===== src/rtl/ysyx_24090012_lsu.sv =====
// ysyx_24090012_lsu: load/store unit between the EXU and a single-outstanding
// request/response data bus. Aligns store lanes, extends load data, and
// acknowledges every EXU request (memory or not) with a one-cycle mem_ready.
module ysyx_24090012_lsu (
  input  logic        clk,
  input  logic        rst,
  input  logic        mem_valid,
  input  logic [31:0] mem_addr,
  input  logic [31:0] mem_wdata,
  input  logic [31:0] exu_to_lsu_inst,
  output logic        mem_ready,
  output logic        bus_req_valid,
  input  logic        bus_req_ready,
  output logic [31:0] bus_req_addr,
  output logic        bus_req_wen,
  output logic [31:0] bus_req_wdata,
  output logic [3:0]  bus_req_wstrb,
  input  logic        bus_resp_valid,
  input  logic [31:0] bus_resp_rdata,
  input  logic        bus_resp_err,
  output logic [31:0] lsu_rdata,
  output logic        lsu_err,
  output logic [31:0] lsu_load_cnt,
  output logic [31:0] lsu_store_cnt
);

  typedef enum logic [1:0] {
    S_IDLE = 2'd0,
    S_REQ  = 2'd1,
    S_WAIT = 2'd2,
    S_DONE = 2'd3
  } state_e;

  localparam logic [6:0] OPC_LOAD  = 7'b0000011;
  localparam logic [6:0] OPC_STORE = 7'b0100011;

  state_e      state_q, state_d;
  logic [31:0] addr_q, addr_d;
  logic [31:0] wdata_q, wdata_d;
  logic [3:0]  wstrb_q, wstrb_d;
  logic        wen_q, wen_d;
  logic [2:0]  funct3_q, funct3_d;
  logic [1:0]  off_q, off_d;
  logic [31:0] rdata_q, rdata_d;
  logic        err_q, err_d;
  logic        cnt_ld_q, cnt_ld_d;
  logic        cnt_st_q, cnt_st_d;
  logic [31:0] load_cnt_q, load_cnt_d;
  logic [31:0] store_cnt_q, store_cnt_d;

  logic [6:0]  opcode;
  logic [2:0]  funct3;
  logic [1:0]  off;
  logic        is_load, is_store, f3_legal, misaligned;
  logic        unused_inst_bits;

  assign opcode   = exu_to_lsu_inst[6:0];
  assign funct3   = exu_to_lsu_inst[14:12];
  assign off      = mem_addr[1:0];
  assign is_load  = (opcode == OPC_LOAD);
  assign is_store = (opcode == OPC_STORE);
  // Loads allow B/H/W/BU/HU; stores allow only B/H/W.
  assign f3_legal = is_load ? (funct3 != 3'b011 && funct3[2:1] != 2'b11)
                            : (funct3[2] == 1'b0 && funct3[1:0] != 2'b11);
  assign misaligned = (funct3[1:0] == 2'b01 && off[0]) ||
                      (funct3[1:0] == 2'b10 && off != 2'b00);
  assign unused_inst_bits = ^{exu_to_lsu_inst[31:15], exu_to_lsu_inst[11:7]};

  function automatic logic [3:0] store_strb(input logic [1:0] size, input logic [1:0] o);
    case (size)
      2'b00:   store_strb = 4'b0001 << o;
      2'b01:   store_strb = 4'b0011 << o;
      default: store_strb = 4'b1111;
    endcase
  endfunction

  function automatic logic [31:0] load_extend(input logic [2:0] f3, input logic [1:0] o,
                                              input logic [31:0] raw);
    logic [31:0] sh;
    sh = raw >> {o, 3'b000};
    case (f3)
      3'b000:  load_extend = {{24{sh[7]}}, sh[7:0]};
      3'b001:  load_extend = {{16{sh[15]}}, sh[15:0]};
      3'b100:  load_extend = {24'b0, sh[7:0]};
      3'b101:  load_extend = {16'b0, sh[15:0]};
      default: load_extend = sh;
    endcase
  endfunction

  // State register and all datapath/control flops, synchronous reset.
  always_ff @(posedge clk) begin
    if (rst) begin
      state_q     <= S_IDLE;
      addr_q      <= '0;
      wdata_q     <= '0;
      wstrb_q     <= '0;
      wen_q       <= 1'b0;
      funct3_q    <= '0;
      off_q       <= '0;
      rdata_q     <= '0;
      err_q       <= 1'b0;
      cnt_ld_q    <= 1'b0;
      cnt_st_q    <= 1'b0;
      load_cnt_q  <= '0;
      store_cnt_q <= '0;
    end else begin
      state_q     <= state_d;
      addr_q      <= addr_d;
      wdata_q     <= wdata_d;
      wstrb_q     <= wstrb_d;
      wen_q       <= wen_d;
      funct3_q    <= funct3_d;
      off_q       <= off_d;
      rdata_q     <= rdata_d;
      err_q       <= err_d;
      cnt_ld_q    <= cnt_ld_d;
      cnt_st_q    <= cnt_st_d;
      load_cnt_q  <= load_cnt_d;
      store_cnt_q <= store_cnt_d;
    end
  end

  // Next-state: only legal, aligned memory ops visit the bus states.
  always_comb begin
    state_d = state_q;
    case (state_q)
      S_IDLE: if (mem_valid) begin
        if ((is_load || is_store) && f3_legal && !misaligned) state_d = S_REQ;
        else                                                  state_d = S_DONE;
      end
      S_REQ:  if (bus_req_ready)  state_d = S_WAIT;
      S_WAIT: if (bus_resp_valid) state_d = S_DONE;
      default: state_d = S_IDLE;
    endcase
  end

  // Outputs decoded purely from state, so bus inputs never reach mem_ready.
  always_comb begin
    mem_ready     = (state_q == S_DONE);
    bus_req_valid = (state_q == S_REQ);
  end

  // Datapath: latch the request on acceptance, the result on response,
  // and bump the matching counter on the way out of DONE.
  always_comb begin
    addr_d      = addr_q;
    wdata_d     = wdata_q;
    wstrb_d     = wstrb_q;
    wen_d       = wen_q;
    funct3_d    = funct3_q;
    off_d       = off_q;
    rdata_d     = rdata_q;
    err_d       = err_q;
    cnt_ld_d    = cnt_ld_q;
    cnt_st_d    = cnt_st_q;
    load_cnt_d  = load_cnt_q;
    store_cnt_d = store_cnt_q;
    case (state_q)
      S_IDLE: if (mem_valid) begin
        if (!(is_load || is_store)) begin
          err_d    = 1'b0;
          cnt_ld_d = 1'b0;
          cnt_st_d = 1'b0;
        end else if (!f3_legal || misaligned) begin
          err_d    = 1'b1;
          rdata_d  = '0;
          cnt_ld_d = 1'b0;
          cnt_st_d = 1'b0;
        end else begin
          addr_d   = {mem_addr[31:2], 2'b00};
          wen_d    = is_store;
          wstrb_d  = is_store ? store_strb(funct3[1:0], off) : 4'b0000;
          wdata_d  = mem_wdata << {off, 3'b000};
          funct3_d = funct3;
          off_d    = off;
          cnt_ld_d = is_load;
          cnt_st_d = is_store;
        end
      end
      S_WAIT: if (bus_resp_valid) begin
        rdata_d = wen_q ? 32'd0 : load_extend(funct3_q, off_q, bus_resp_rdata);
        err_d   = bus_resp_err;
      end
      S_DONE: begin
        if (cnt_ld_q) load_cnt_d  = load_cnt_q + 32'd1;
        if (cnt_st_q) store_cnt_d = store_cnt_q + 32'd1;
      end
      default: ;
    endcase
  end

  assign bus_req_addr  = addr_q;
  assign bus_req_wen   = wen_q;
  assign bus_req_wdata = wdata_q;
  assign bus_req_wstrb = wstrb_q;
  assign lsu_rdata     = rdata_q;
  assign lsu_err       = err_q;
  assign lsu_load_cnt  = load_cnt_q;
  assign lsu_store_cnt = store_cnt_q;

endmodule


===== config.mk =====
export PLATFORM = sky130hd
export DESIGN_NAME = ysyx_24090012_lsu
export DESIGN_NICKNAME = d
export VERILOG_FILES = /design/src/rtl/ysyx_24090012_lsu.sv
export SDC_FILE = /design/constraint.sdc
export NUM_CORES = 1
export LEC_CHECK = 0
export ABC_AREA = 1
export BUFFER_PORTS_ARGS = -buffer_cell sky130_fd_sc_hd__buf_2
export CAP_MARGIN = 20
export CORE_ASPECT_RATIO = 2
export CORE_MARGIN = 8
export CORE_UTILIZATION = 47
export CTS_CLUSTER_DIAMETER = 50
export DETAILED_ROUTE_END_ITERATION = 7
export PLACE_DENSITY = 0.74
export SLEW_MARGIN = 5
export SYNTH_ARGS = -nofsm -noshare
export SYNTH_HDL_FRONTEND = slang
export SYNTH_SLANG_ARGS = --single-unit

===== constraint.sdc =====
create_clock -name clk -period 1.8 [get_ports clk]
set_input_delay 0.27 -clock clk [delete_from_list [all_inputs] [get_ports clk]]
set_output_delay 0.27 -clock clk [all_outputs]
set_load 0.01 [all_outputs]

### Word level (Yosys, flattened, before mapping)

Index checks and enable logic that the tools add are counted.

* $add $sub $neg: 2
* equal/unequal tests: 19
* shift-type cells: 4
* muxes and demuxes: 24
* bitwise gates (word level): 2
* reduce and logical (&&, ||, !) cells: 23

Operators with widths (count)
* 32-bit 2-to-1 mux: 5
* 32-bit case mux with 4 select lines: 1
* 32-bit by 1-bit adder with 32-bit output (second input constant): 2
* 32-bit case mux with 2 select lines: 1
* 32-bit by 5-bit left shift with 32-bit output: 1
* 32-bit by 5-bit right shift with 32-bit output: 1
* 2-bit inequality test (second input constant): 6
* 1-bit 2-to-1 mux: 9
* 2-bit 2-to-1 mux: 4
* 4-bit case mux with 2 select lines: 1
* 4-bit AND reduction: 2
* 7-bit by 2-bit == test with 1-bit output (second input constant): 1
* 7-bit by 6-bit == test with 1-bit output (second input constant): 1
* 2-bit == test (second input constant): 3
* 3-bit == test (second input constant): 2
* 1-bit logical AND: 6
* 2-bit case mux with 3 select lines: 1
* 2-bit AND reduction: 3
* 5-bit AND reduction: 1
* 2-bit by 1-bit == test with 1-bit output (second input constant): 2
* 2-bit zero test: 2
* 4-bit 2-to-1 mux: 1
* 2-bit nonzero test: 2
* 1-bit by 2-bit left shift with 4-bit output (first input constant): 1
* 11 further kinds: 15

* flip-flop bits (word level): 173
* input port bits: 134
* output and inout port bits: 168
* logic and storage cells: 87

### Depth between registers and ports, before layout

Gate-level depths: netlist of the first run.

* depth after elaboration: 9
* depth in mapped cells: 13
* gate-level depth less buffers: 13

### Least setup slack after synthesis of the first run

Ideal clock, no wire load.

* kind: register to register
* start point: register state_q[0]
* end point: register rdata_q[23] (netlist: lsu_rdata[23])
* library setup time: 0.113 ns
* arrival time: 1.595 ns
* data required time: 1.687 ns
* setup slack: 0.092 ns
* stages on the path, launching flop included: 13
* path buffers: 2
* period minus slack after synthesis: 1.708 ns
* cell sequence: dfxtp_1 inv_1 ha_1 buf_2 nand2_1 o21ai_0 nor3b_1 nand2_1 inv_2 buf_6 nand2_1 nand2_1 nor2_1

* longest elaborated chain between the ends: 3
* elaborated cells on any way between the ends: 9
* those cells by class: 5 x eq/ne; 1 x mux; 3 x reduce/logical

RTL lines
* start: declaration: line 37 `state_e state_q, state_d;`
* start signal: assignment: line 107 `state_q <= state_d;`
* 2-bit == test / 2-bit zero test (equally long branches): line 158 `case (state_q)`
* 2-bit inequality test (no source line) / 2-bit nonzero test (equally long branches)
* 5-bit AND reduction (no source line)
* end signal: assignment: line 114 `rdata_q <= rdata_d;`
* end: declaration: line 44 `logic [31:0] rdata_q, rdata_d;`

Parallel ways exist; a longest one is shown, timed or not.
A chain may end at the register's enable or synchronous reset.

### Final worst setup path of the first run

* start point: register state_q[1]
* end point: register rdata_q[28] (netlist: lsu_rdata[28])

The elaborated chain is that of the path after synthesis.

==> results.txt, run 1 <==
The flow ran to the end, and the final reports show no timing, DRC or antenna violations. The clock period minus final worst setup slack was 1.71 ns. Setup repair after global routing could not meet its margin everywhere.

The Yosys step of the flow raised 0 warnings. The tools report the net total in the final layout as 1,929. In this run the static leakage power is 5.67 nW. The routed layout has 10,530 vias. Port buffering added 277 buffers.

STA classifies the critical path endpoint as a register. After synthesis, the mean cell area works out to 6.26 um2. For the largest net degree at the start of global routing, the log shows 83. Before antenna repair, the detailed router went through 5 iterations.

The clock network latency to the later pin of the worst-skew pair came out at 0.44 ns. In the final routed layout, each cell accounts on average for 15.4 um. Once detail routing completed, the nets flagged for antenna violations numbered 0. The tools report the reg-to-reg critical path startpoint as state_q[1]. For hold timing, the worst endpoint is bus_req_addr[4]. For the floorplan die area, the log shows 0.0250 mm2. The worst setup path is of the register to register kind. The tools report the routability congestion estimate from global placement as 0.902.

The number of different library cells used by synthesis comes to 44. The max-slew violation count is 0, and the share of the clock period used by the worst path after layout is 95.2%. The global router's overall resource usage is 24.8%, and the worst reg-to-reg path cell count is 10. The fraction of post-synthesis cell area in the top cell type by area is 36.9%. Hold repair after CTS inserted 0 buffers. Counting the buffers created by CTS gives 17.

Startpoint of the lowest-slack hold path: mem_addr[4]. The run gives 583 MHz as the top achievable clock speed. Library cell with the largest summed area after synthesis: sky130_fd_sc_hd__dfxtp_1. The commonest register cell after synthesis is sky130_fd_sc_hd__dfxtp_1. STA puts the critical path data required time at 2.13 ns. Measured along the x axis, the die boundary spans 116 um. The final routed wirelength across all metal layers was 31,800 um. Clock-pin slew was measured on the worst setup and hold paths at 0.07 ns.

Counting flops with an async set or reset pin after synthesis yields a share of 0%. Number of cells after detailed placement: 2,027. Worst slew margin relative to its limit: 55.0%. In this run the worst hold path is classified as input port to register. The run gives 0 as the aggregate global routing overflow. The worst setup path is launched from a register.

The count of flip-flops with a built-in enable after synthesis is 0, and the placeable core region is 0.0197 mm2. The first global-routing pass estimated 49,300 um of wire. The setup check on the worst reg-to-reg path leaves a slack of 0.09 ns. The count of cells along the worst hold path came out at 3. After detailed routing, the number of vias per cell comes to 5.11.

The tree is rooted in a sky130_fd_sc_hd__clkbuf_16. The post-route clock skew is 0.0127 ns. TritonCTS built the clock tree. Of all nets on the critical path, the largest fanout is 13. Detailed placement finished with a half-perimeter wire length of 24,300 um. Measured along the y axis, the die boundary spans 216 um. The sequential element share of the synthesized area was 36.9%. For met3 alone, demand over resource in global routing was 5.62%. The mapped netlist covers 0.00938 mm2. Slew of the pin with the lowest slew margin: 0.675 ns. Initial standard-cell utilization of the core: 47.6%. The finished cells cover 0.0121 mm2. In this run the cell area measured after placement is 0.0113 mm2. Leaving out fill and tap cells, the most frequent cell in the layout is sky130_fd_sc_hd__nand2_1. IR analysis of the VDD net gives a maximum drop of 0.000503 V. Final cell count without fillers: 2,062.

The number of global-route vias before repair came out at 10,098. The clock passes through at most 2 buffers. The layer with the highest usage after global routing is met2. The run gives 45.4% as the global routing usage on met2. The number of standard-cell rows in the floorplan is 73. The total power divided by cell area was 970 mW/mm2. The synthesized design contains 173 register bits. Ranked by total cell area, the synthesized netlist is headed by sky130_fd_sc_hd__dfxtp_1, sky130_fd_sc_hd__nand2_1, sky130_fd_sc_hd__nor2_1, sky130_fd_sc_hd__o21ai_0, sky130_fd_sc_hd__inv_1.

CTS saw 173 sinks. The post-synthesis cell count came out at 1,499. Leaving out fill and tap cells, the most frequent cells in the layout are sky130_fd_sc_hd__nand2_1, sky130_fd_sc_hd__buf_2, sky130_fd_sc_hd__nor2_1, sky130_fd_sc_hd__dfxtp_1, sky130_fd_sc_hd__inv_1. Global routing consumed, on the met1 layer, 23.4% of the routing resources. The initial antenna violation count was 1. The endpoint identified for the worst register-to-register timing path is lsu_rdata[28].

The number of max-cap violations is 0. The growth of design area from synthesis to finish works out to 29.1%. The data arrival time at the worst-slack endpoint was 2.04 ns. For the number of DRC violations after detailed-routing iteration 0, the log shows 576.

In the final layout, the share of cells above drive strength 1 is 23.6%. The level count of the clock H-tree was 4; the number of setup violations in the final report was 0. In this run the count of I/O pins placed on the die edge is 302. The hold violation total from the final report is 0. After detailed routing, the number of remaining DRC violations is 0.
==> where the power goes <==
group / total, mW / switching, mW / leakage [nW] / internal (mW)
logic: 3.31 / 1.89 / 3.96 / 1.42
clock network: 3.97 / 1.57 / 0.304 / 2.40
registers: 4.47 / 0.245 / 1.40 / 4.22
total: 11.7 / 3.71 / 5.67 / 8.04
==> flip-flops by register name (all words and copies together), names as in the netlist <==
name	flops
bus_req_addr	30
lsu_rdata	32
bus_req_wen	1
funct3_q	3
lsu_err	1
cnt_st_q	1
off_q	2
cnt_ld_q	1
bus_req_wdata	32
lsu_load_cnt	32
lsu_store_cnt	32
state_q	2
bus_req_wstrb	4
==> stage by stage <==
| step | hold WS [ns] | setup TNS, ns | setup WS, ns | util (%) | power (mW) |
|---|---|---|---|---|---|
| 5_1_grt | 0.0580 | -0.00106 | -0.00106 | 61.4 | 12.4 |
| 3_3_place_gp | 0.452 | -0.0839 | -0.0643 | 57.2 | 7.51 |
| 6_report | 0.0638 | 0 | 0.0862 | 61.4 | 11.7 |
| 2_1_floorplan | 0.412 | 0 | 0.0920 | - | 6.29 |
| 3_5_place_dp | 0.453 | -0.520 | -0.0899 | 57.2 | 7.56 |
| 4_1_cts | 0.0470 | 0 | 0.00256 | 60.5 | 11.5 |
==> final cells by class <==
type                            count  area, um2
Antenna cell                        1       2.50
Clock buffer                       21        460
Clock inverter                      9        160
Fill cell                        1890       7610
Inverter                          156        591
Multi-Input combinational cell   1097       5070
Sequential cell                   173       3470
Tap cell                          262        328
Timing Repair Buffer              343       2040
==> worst max-delay path, stage by stage, from the launching register on <==
cell and delay (ns):
sky130_fd_sc_hd__dfxtp_2 0.34, sky130_fd_sc_hd__buf_4 0.14, sky130_fd_sc_hd__ha_1 0.20, sky130_fd_sc_hd__buf_4 0.16, sky130_fd_sc_hd__nor2_4 0.11, sky130_fd_sc_hd__nor3b_2 0.05, sky130_fd_sc_hd__nand2_2 0.15, sky130_fd_sc_hd__clkinv_4 0.13
sky130_fd_sc_hd__clkbuf_16 0.19, sky130_fd_sc_hd__nor2_1 0.09, sky130_fd_sc_hd__nor2_1 0.05
==> synth_stat cells, types with 2 or more instances <==
master / n
sky130_fd_sc_hd__ha_1: 7
sky130_fd_sc_hd__o211a_1: 3
sky130_fd_sc_hd__nor3b_1: 3
sky130_fd_sc_hd__nor2_4: 3
sky130_fd_sc_hd__o211ai_1: 5
sky130_fd_sc_hd__nand3_1: 48
sky130_fd_sc_hd__a21oi_1: 93
sky130_fd_sc_hd__nor3_1: 61
sky130_fd_sc_hd__o221ai_1: 2
sky130_fd_sc_hd__nand3_2: 3
sky130_fd_sc_hd__clkinv_1: 3
sky130_fd_sc_hd__nor3_2: 2
sky130_fd_sc_hd__nand3b_1: 8
sky130_fd_sc_hd__nand2_1: 405
sky130_fd_sc_hd__a31oi_1: 5
sky130_fd_sc_hd__nand4_1: 8
sky130_fd_sc_hd__o21ai_1: 8
sky130_fd_sc_hd__nor2_2: 6
sky130_fd_sc_hd__nand2_2: 4
sky130_fd_sc_hd__inv_2: 4
sky130_fd_sc_hd__xor2_1: 6
sky130_fd_sc_hd__o22ai_1: 3
sky130_fd_sc_hd__o21a_1: 8
sky130_fd_sc_hd__nor2_1: 254
sky130_fd_sc_hd__nor4_1: 2
sky130_fd_sc_hd__mux2i_1: 4
sky130_fd_sc_hd__buf_6: 5
sky130_fd_sc_hd__buf_2: 23
sky130_fd_sc_hd__o21ai_0: 133
sky130_fd_sc_hd__dfxtp_1: 173
sky130_fd_sc_hd__buf_4: 6
sky130_fd_sc_hd__xnor2_1: 3
sky130_fd_sc_hd__clkbuf_1: 39
sky130_fd_sc_hd__inv_1: 149
==> worst max path at each step <==
stage	from	end	slack, ns	cells past startpoint
finish	state_q[1]	lsu_rdata[28]	0.09	10
global route	state_q[1]	lsu_rdata[28]	-0.001	11
CTS	state_q[1]	lsu_load_cnt[26]	0.003	12
detailed placement	state_q[0]	lsu_store_cnt[18]	-0.09	10
global placement	state_q[0]	lsu_store_cnt[18]	-0.06	10
floorplan	state_q[0]	lsu_rdata[23]	0.09	12
==> metal layers <==
layer  vias up  wire length (um)
li1       5338                 -
met1      4708             11100
met2       362             16800
met3       122              1850
met4         0              2020
met5         -                 0
==> kinds of logic after synthesis <==
kind of cell    share of synthesized area (%)
simple gates                             35.7
mux                                     0.427
flops                                    36.9
xor+xnor                                0.840
other cells                            0.0400
fa+ha+maj                               0.933
compound gates                           15.0
buf+inv                                  10.1
==> what timing repair did <==
item                       CTS  global route
setup endpoints to repair   38           113
buffers inserted             0             0
resized for setup            6            39
pin swaps                    3             4
cloned                       0             4
Note: power is estimated with default switching activity, not from simulation.
==> inputs of run 2 (changes only) <==
--- a/config.mk
+++ b/config.mk
@@ -13,6 +13,8 @@
 export CORE_UTILIZATION = 47
 export CTS_CLUSTER_DIAMETER = 50
 export DETAILED_ROUTE_END_ITERATION = 7
+export GPL_ROUTABILITY_DRIVEN = 0
+export MAX_ROUTING_LAYER = met4
 export PLACE_DENSITY = 0.74
 export SLEW_MARGIN = 5
 export SYNTH_ARGS = -nofsm -noshare
==> run 2 against run 1 <==
Against the previous run: the run now ends with setup timing left; combinational power is 2% higher; maximum frequency is 6.8% lower; sequential cell count stayed put; first-iteration DRC count is 21% higher; critical path type unchanged.
==> results.txt, run 2 (same netlist as run 1, synthesis figures left out) <==
The clock passes through at most 2 buffers. Measured on the finished design, the core utilization comes to 61.6%. The fraction of final layout cells sized beyond drive strength 1 is 23.5%, and the die outline height is 216 um.

Critical register-to-register path endpoint: lsu_rdata[12]. The worst path needs 1.84 ns of the cycle, external delays included. The total power of the final layout is 11.9 mW, and the logic depth of the worst path, buffers included is 9. The share of the clock period used by the worst path after layout is 102%.

Number of setup violations in the final report: 1. For this configuration, the core starts out at a cell density of 47.6%. The setup check on the worst reg-to-reg path leaves a slack of -0.04 ns.

After detailed routing, the number of vias per cell comes to 5.10. STA classifies the critical path endpoint as a register. The global router's overall resource usage is 25.6%, and the aggregate global routing overflow is 0. The reg-to-reg critical path startpoint is state_q[0]. The run gives 0.44 ns as the clock network latency to the later pin of the worst-skew pair. The H-tree was split into 4 levels. The tools report the critical path endpoint as lsu_rdata[12]. For the number of standard-cell rows in the floorplan, the log shows 73. The critical path's slowest cell is sky130_fd_sc_hd__dfxtp_4.

Max-cap violations in this run came to 0. Setup repair after global routing could not meet its margin everywhere. In this run, the combinational gates consume 28.4% of the power. The biggest cell delay along the critical path works out to 0.36 ns. The number of CTS-inserted buffers was 17.

Data on the critical path is required at its endpoint by 2.11 ns. The final cell count without fillers was 2,062. The worst setup path is launched from a register.

The sequential power share was 37.4%; the average wire per cell in the routed design was 15.6 um. Largest net degree at the start of global routing: 55. On the final layout, the worst hold slack is 0.0573 ns. The tools report the overall via count from detail_route as 10,526. The run gives 544 MHz as the top achievable clock speed.

Timing analysis after detailed placement gives a worst setup slack of -0.0974 ns. For this design, the sink count on the clock tree is 173. Together, buffers and inverters on the worst path number 3. The final worst slack is -0.0394 ns, and the instance area at placement is 0.0113 mm2. The floorplan die area came out at 0.0250 mm2. Counting the fill cells in the layout gives 1,901. The tools report the worst slew margin relative to its limit as 54.8%.

The count of buffers added on input and output ports is 277. After routing, the total negative slack on setup checks comes to -0.0394 ns. The clock network is responsible for 34.2% of the overall power. The tools report the net total in the final layout as 1,927.

Number of buffers inserted to repair setup after CTS: 0. The tools report the max-slew violation count as 0. The total power divided by cell area works out to 981 mW/mm2. The run finished, with violations left. Before antenna repair, the detailed router went through 7 iterations.

Static leakage power: 5.67 nW. The kind of critical path is register to register. The kind of path behind the tightest hold check is input port to register.

The global-route wire length before repair is 49,400 um. The final reports fail on setup timing. The detailed-placement wirelength estimate was 24,300 um. In this run, placement finished with an instance count of 2,024.

The worst setup path startpoint was state_q[0]. The critical path goes through inv_1 > ha_1 > buf_4 > nor2_4 > nor3b_2 > nand2_2 > buf_6 > o21ai_0 > nor2_1. The most common cell after layout, fill and taps aside is sky130_fd_sc_hd__nand2_1. After detailed routing, the total wire length is 32,100 um. TritonCTS built the clock tree.

Compared with the post-synthesis result, the final layout area differs by 29.4%. The cell class contributing the biggest share of worst-path delay is simple AND/OR/NAND/NOR gates. Clock skew on the completed layout was measured at 0.0102 ns.

Data on the critical path arrives at its endpoint at 2.15 ns. Clock-pin slew was measured on the worst setup and hold paths at 0.07 ns. The worst reg-to-reg path cell count was 9. The detail route stage leaves a number of antenna-violating nets equal to 0. The final non-filler cell area was 0.0121 mm2.

The library cells used most frequently in the layout, excluding fill and tap cells, are sky130_fd_sc_hd__nand2_1, sky130_fd_sc_hd__buf_2, sky130_fd_sc_hd__nor2_1, sky130_fd_sc_hd__dfxtp_1, sky130_fd_sc_hd__inv_1. The tools report the number of global-route vias before repair as 10,192. In this run the power spent charging and discharging nets is 3.88 mW.

The x dimension of the die was 116 um. In this run the count of I/O pins placed on the die edge is 302. The slew of the pin with the lowest slew margin came out at 0.678 ns. The root buffer cell chosen for the clock tree is sky130_fd_sc_hd__clkbuf_16. Largest fanout on the critical path: 11. The count of unresolved DRC violations after routing is 0, and the placeable core region is 0.0197 mm2. IR analysis of the VDD net gives a maximum drop of 0.000524 V. The tools report the design internal power as 8.03 mW.

In this run switching power makes up 32.6% of total power. The detailed router finished its first iteration with 696 violations. The hold violation total from the final report was 0. Initial antenna violation count: 1.
==> run 2: worst register-to-register path, stage by stage, from the launching register on <==
cell and delay [ns]:
sky130_fd_sc_hd__dfxtp_4 0.36, sky130_fd_sc_hd__inv_1 0.08, sky130_fd_sc_hd__ha_1 0.19, sky130_fd_sc_hd__buf_4 0.17
sky130_fd_sc_hd__nor2_4 0.04, sky130_fd_sc_hd__nor3b_2 0.20, sky130_fd_sc_hd__nand2_2 0.16, sky130_fd_sc_hd__buf_6 0.18
sky130_fd_sc_hd__o21ai_0 0.24, sky130_fd_sc_hd__nor2_1 0.09
==> run 2: worst min path at each step <==
| stage | from | endpoint | slack, ns | cells past startpoint |
|---|---|---|---|---|
| after floorplan | mem_addr[10] | bus_req_addr[10] | 0.41 | 2 |
| after global placement | lsu_rdata[2] | lsu_rdata[2] | 0.45 | 2 |
| after detailed placement | bus_req_wdata[14] | bus_req_wdata[14] | 0.46 | 2 |
| after CTS | mem_addr[3] | bus_req_addr[3] | 0.04 | 3 |
| after global routing | mem_addr[3] | bus_req_addr[3] | 0.04 | 3 |
| final | mem_addr[22] | bus_req_addr[22] | 0.06 | 3 |
==> run 2: metal layers <==
metal  routed length, um  GRT usage, %  vias to the layer above  share of wire [%]
met5                   0             -                        -                  0
met4                1720          16.5                        0                5.3
met3                1750          4.70                       98                5.5
met2               17300          45.8                      362                 54
met1               11400          24.2                     4731                 35
li1                    -             -                     5335                  -
==> run 2: timing repair <==
action | in CTS | in global routing
gates cloned | 0 | 5
hold buffers | 0 | 0
pin swaps | 1 | 2
endpoints found under the setup margin | 14 | 68
resized for setup | 7 | 44
==> run 2: area by class of cell <==
cell class	count	area, um2	area share, %
Antenna cell	1	2.50	0.0206
Clock inverter	15	209	1.72
Tap cell	262	328	2.70
Inverter	156	591	4.86
Multi-Input combinational cell	1097	5060	41.6
Clock buffer	17	425	3.50
Sequential cell	173	3470	28.6
Timing Repair Buffer	341	2060	17.0
==> run 2: power groups by stage <==
stage                     logic [mW]  registers (mW)  clock network (mW)
after floorplan                 1.63            4.66                   0
after global placement          2.96            4.51                   0
after detailed placement        2.99            4.53                   0
after CTS                       3.01            4.44                4.13
after global routing            3.74            4.49                4.27
final                           3.39            4.45                4.07
==> inputs of run 3 (changes only) <==
--- a/config.mk
+++ b/config.mk
@@ -8,7 +8,6 @@
 export ABC_AREA = 1
 export BUFFER_PORTS_ARGS = -buffer_cell sky130_fd_sc_hd__buf_2
 export CAP_MARGIN = 20
-export CORE_ASPECT_RATIO = 2
 export CORE_MARGIN = 8
 export CORE_UTILIZATION = 47
 export CTS_CLUSTER_DIAMETER = 50
==> run 3 against run 2 <==
Against the previous run: the run now ends clean; total power is 7.5% lower; global-route usage fell by 1.2 points; utilization decreased by 0.45 points; die area fell by 1.1%; clock power fell by 16%; via count decreased by 0.41%; worst setup slack improved by 0.16 ns; critical path type unchanged; largest cell class unchanged.
==> results.txt, run 3 (same netlist as run 1, synthesis figures left out) <==
Relative to the synthesized area, the layout overhead comes to 27.1%. The endpoint identified for the worst register-to-register timing path is lsu_load_cnt[12]. The clock sink total came out at 173. The run finished with clean final reports. STA puts the critical path data required time at 2.12 ns. Dividing the final minimum period by the clock period gives 93.2%. After detailed routing, the number of vias per cell comes to 5.10.

The path with the worst hold slack has its endpoint at bus_req_addr[5]. The length of the first detailed-routing pass in iterations is 7, and the average wire per cell in the routed design is 14.6 um. The critical path launch point type is a register. The design internal power was 7.32 mW. The cell class contributing the biggest share of worst-path delay is simple AND/OR/NAND/NOR gates. The tools report the post-route clock skew as 0.0131 ns. The top achievable clock speed came out at 596 MHz.

Leaving out fill and tap cells, the most frequent cells in the layout are sky130_fd_sc_hd__nand2_1, sky130_fd_sc_hd__buf_2, sky130_fd_sc_hd__nor2_1, sky130_fd_sc_hd__dfxtp_1, sky130_fd_sc_hd__inv_1. TritonCTS created 17 clock buffers. For the worst flop-to-flop path, the logic depth is 9. The final layout contains routed wiring with a total length of 30,100 um. Once the floorplan was initialized, standard cells occupied 48.1% of the core.

The number of standard-cell rows in the floorplan is 51. The final non-filler cell area was 0.0119 mm2. Clock tree synthesis selected as its root buffer the cell sky130_fd_sc_hd__clkbuf_16.

Summed over all cells, the static leakage comes to 5.55 nW. The startpoint identified for the worst hold timing path is mem_addr[5]. The worst register-to-register path begins at lsu_load_cnt[3]. The tools report the hold buffer count at cts as 0.

Setup repair after global routing left no endpoint under its margin. The fraction of final layout cells sized beyond drive strength 1 was 22.9%. The number of buffers inserted to repair setup after CTS is 0. For the worst-case vdd ir drop, the log shows 0.000758 V. The initial antenna violation count is 4, and the combinational cell fraction of total power is 28.7%. The largest fanout on the critical path works out to 6.

The level count of the clock H-tree came out at 4. Summed over all nets, the half-perimeter wirelength after detailed placement is 22,200 um. The net total in the final layout is 1,916, and the sequential power share is 40.4%. The region available for standard cell placement spans 0.0195 mm2.

The most numerous cell type found on the critical path is sky130_fd_sc_hd__nand2_1. The kind of path behind the tightest hold check was input port to register. The die outline height is 157 um. The clock network fraction of total power came out at 31.0%. Summed over all nets, the switching power comes to 3.70 mW. After detailed routing, the number of remaining DRC violations is 0. Setup violations remaining at the end of the flow were counted as 0. Global-route wire length before repair: 47,700 um. The library cell used most frequently in the layout, excluding fill and tap cells, is sky130_fd_sc_hd__nand2_1. Summing all multi-input logic gate instances after layout gives 0.00506 mm2. The overall via count from detail_route is 10,483, and the count of cells along the worst hold path is 3. The aggregate global routing overflow is 0. The total power of the final layout was 11.0 mW; the biggest cell delay along the critical path was 0.43 ns. Total negative setup slack: 0 ns. Input and output buffers added on the ports amount to 277. TritonCTS built the clock tree. The filler cells instantiated in the layout total 1,902. The kind of critical path was register to register. Counting along the longest clock path gives a buffer depth of 2. Traced cell by cell, the critical path runs through nand2_2 > nor2_4 > nand2_1 > inv_1 > nand2_1 > nor2_1 > buf_4 > a21oi_1 > o21a_1. Worst slew margin relative to its limit: 54.1%. Clock latency on the worst-skew pair, taken at its later pin, is 0.43 ns. The x dimension of the die is 157 um, and the switching power share of the total is 33.6%. Critical path's slowest cell: sky130_fd_sc_hd__dfxtp_1. The total power divided by cell area works out to 923 mW/mm2. The placed instances occupy a cell area of 0.0112 mm2. The tool flagged a number of max-cap violations equal to 0. For the largest net degree at the start of global routing, the log shows 76. For the number of DRC violations after detailed-routing iteration 0, the log shows 582.

The tools report the nature of the critical path endpoint as a register. The clock period minus final worst setup slack is 1.68 ns, and the data arrival time at the worst-slack endpoint is 1.99 ns. The final worst slack was 0.122 ns.

The floorplan die area is 0.0247 mm2. Timing analysis after detailed placement gives a worst setup slack of -0.0184 ns. The flop-to-flop setup slack is 0.12 ns, and the slew of the pin with the lowest slew margin is 0.689 ns.

For the area of all sequential standard cells, the log shows 0.00347 mm2. 302 I/O pins were placed. Once detail routing completed, the nets flagged for antenna violations numbered 0.

The max-slew violation count is 0, and the global router's overall resource usage is 24.4%. Clock-pin slew was measured on the worst setup and hold paths at 0.07 ns. The critical path contains buffers and inverters numbering 2 combined. For the number of global-route vias before repair, the log shows 9,828. The hold violation total from the final report is 0.
[run 3: cell count changes in the layout (fill, tap and decap cells not counted), sizes merged]
cell / change
clkbuf: +3
clkinv: -1
buf: -10
clkinvlp: +3
inv: -2
diode: +3
bufinv: -4
[run 3: what timing repair did]
action | CTS | global route
resized for setup | 3 | 35
pin swaps | 1 | 4
gates cloned | 0 | 2
setup endpoints to repair | 13 | 49
[run 3: worst max-delay path by stage]
stage	start	to	slack [ns]	cells past startpoint
2_1_floorplan	state_q[0]	lsu_rdata[23]	0.09	12
3_3_place_gp	state_q[1]	lsu_store_cnt[18]	0.03	10
3_5_place_dp	state_q[1]	lsu_rdata[1]	-0.02	9
4_1_cts	state_q[1]	lsu_rdata[19]	0.03	11
5_1_grt	lsu_load_cnt[3]	lsu_load_cnt[26]	0.003	11
6_report	lsu_load_cnt[3]	lsu_load_cnt[12]	0.12	9
[run 3: power by group through the flow]
stage | clock network, mW | logic [mW] | registers, mW
after floorplan | 0 | 1.63 | 4.66
after global placement | 0 | 2.83 | 4.50
after detailed placement | 0 | 2.87 | 4.52
after CTS | 3.48 | 2.89 | 4.44
after global routing | 3.64 | 3.55 | 4.49
final | 3.41 | 3.16 | 4.45
[run 3: metrics by stage]
stage                     util, %  hold WS (ns)  instances
after global routing         61.1        0.0536       2057
after global placement       57.6         0.451       2019
final                        61.1        0.0682       2057
after floorplan                 -         0.412       1500
after CTS                    60.3        0.0506       2051
after detailed placement     57.6         0.459       2019
[run 3: worst register-to-register path: cells and delay by family, from the launching register on]
| kind | cells | cell delay, ns |
|---|---|---|
| compound gates | 2 | 0.20 |
| buf+inv | 2 | 0.25 |
| flops | 1 | 0.43 |
| simple gates | 5 | 0.68 |
[run 3: routing by layer]
layer	wire length [um]	GRT usage, %
met1	13000	29.4
met2	14200	40.2
met3	2220	5.02
met4	665	7.98
met5	0	-
[run 3: area by class of cell]
class,instances,area share (%)
multi-input combinational,1097,42.4
sequential,173,29.1
timing repair buffer,330,16.3
inverter,156,4.93
clock buffer,21,3.69
tap,265,2.78
clock inverter,11,0.713
antenna,4,0.0839
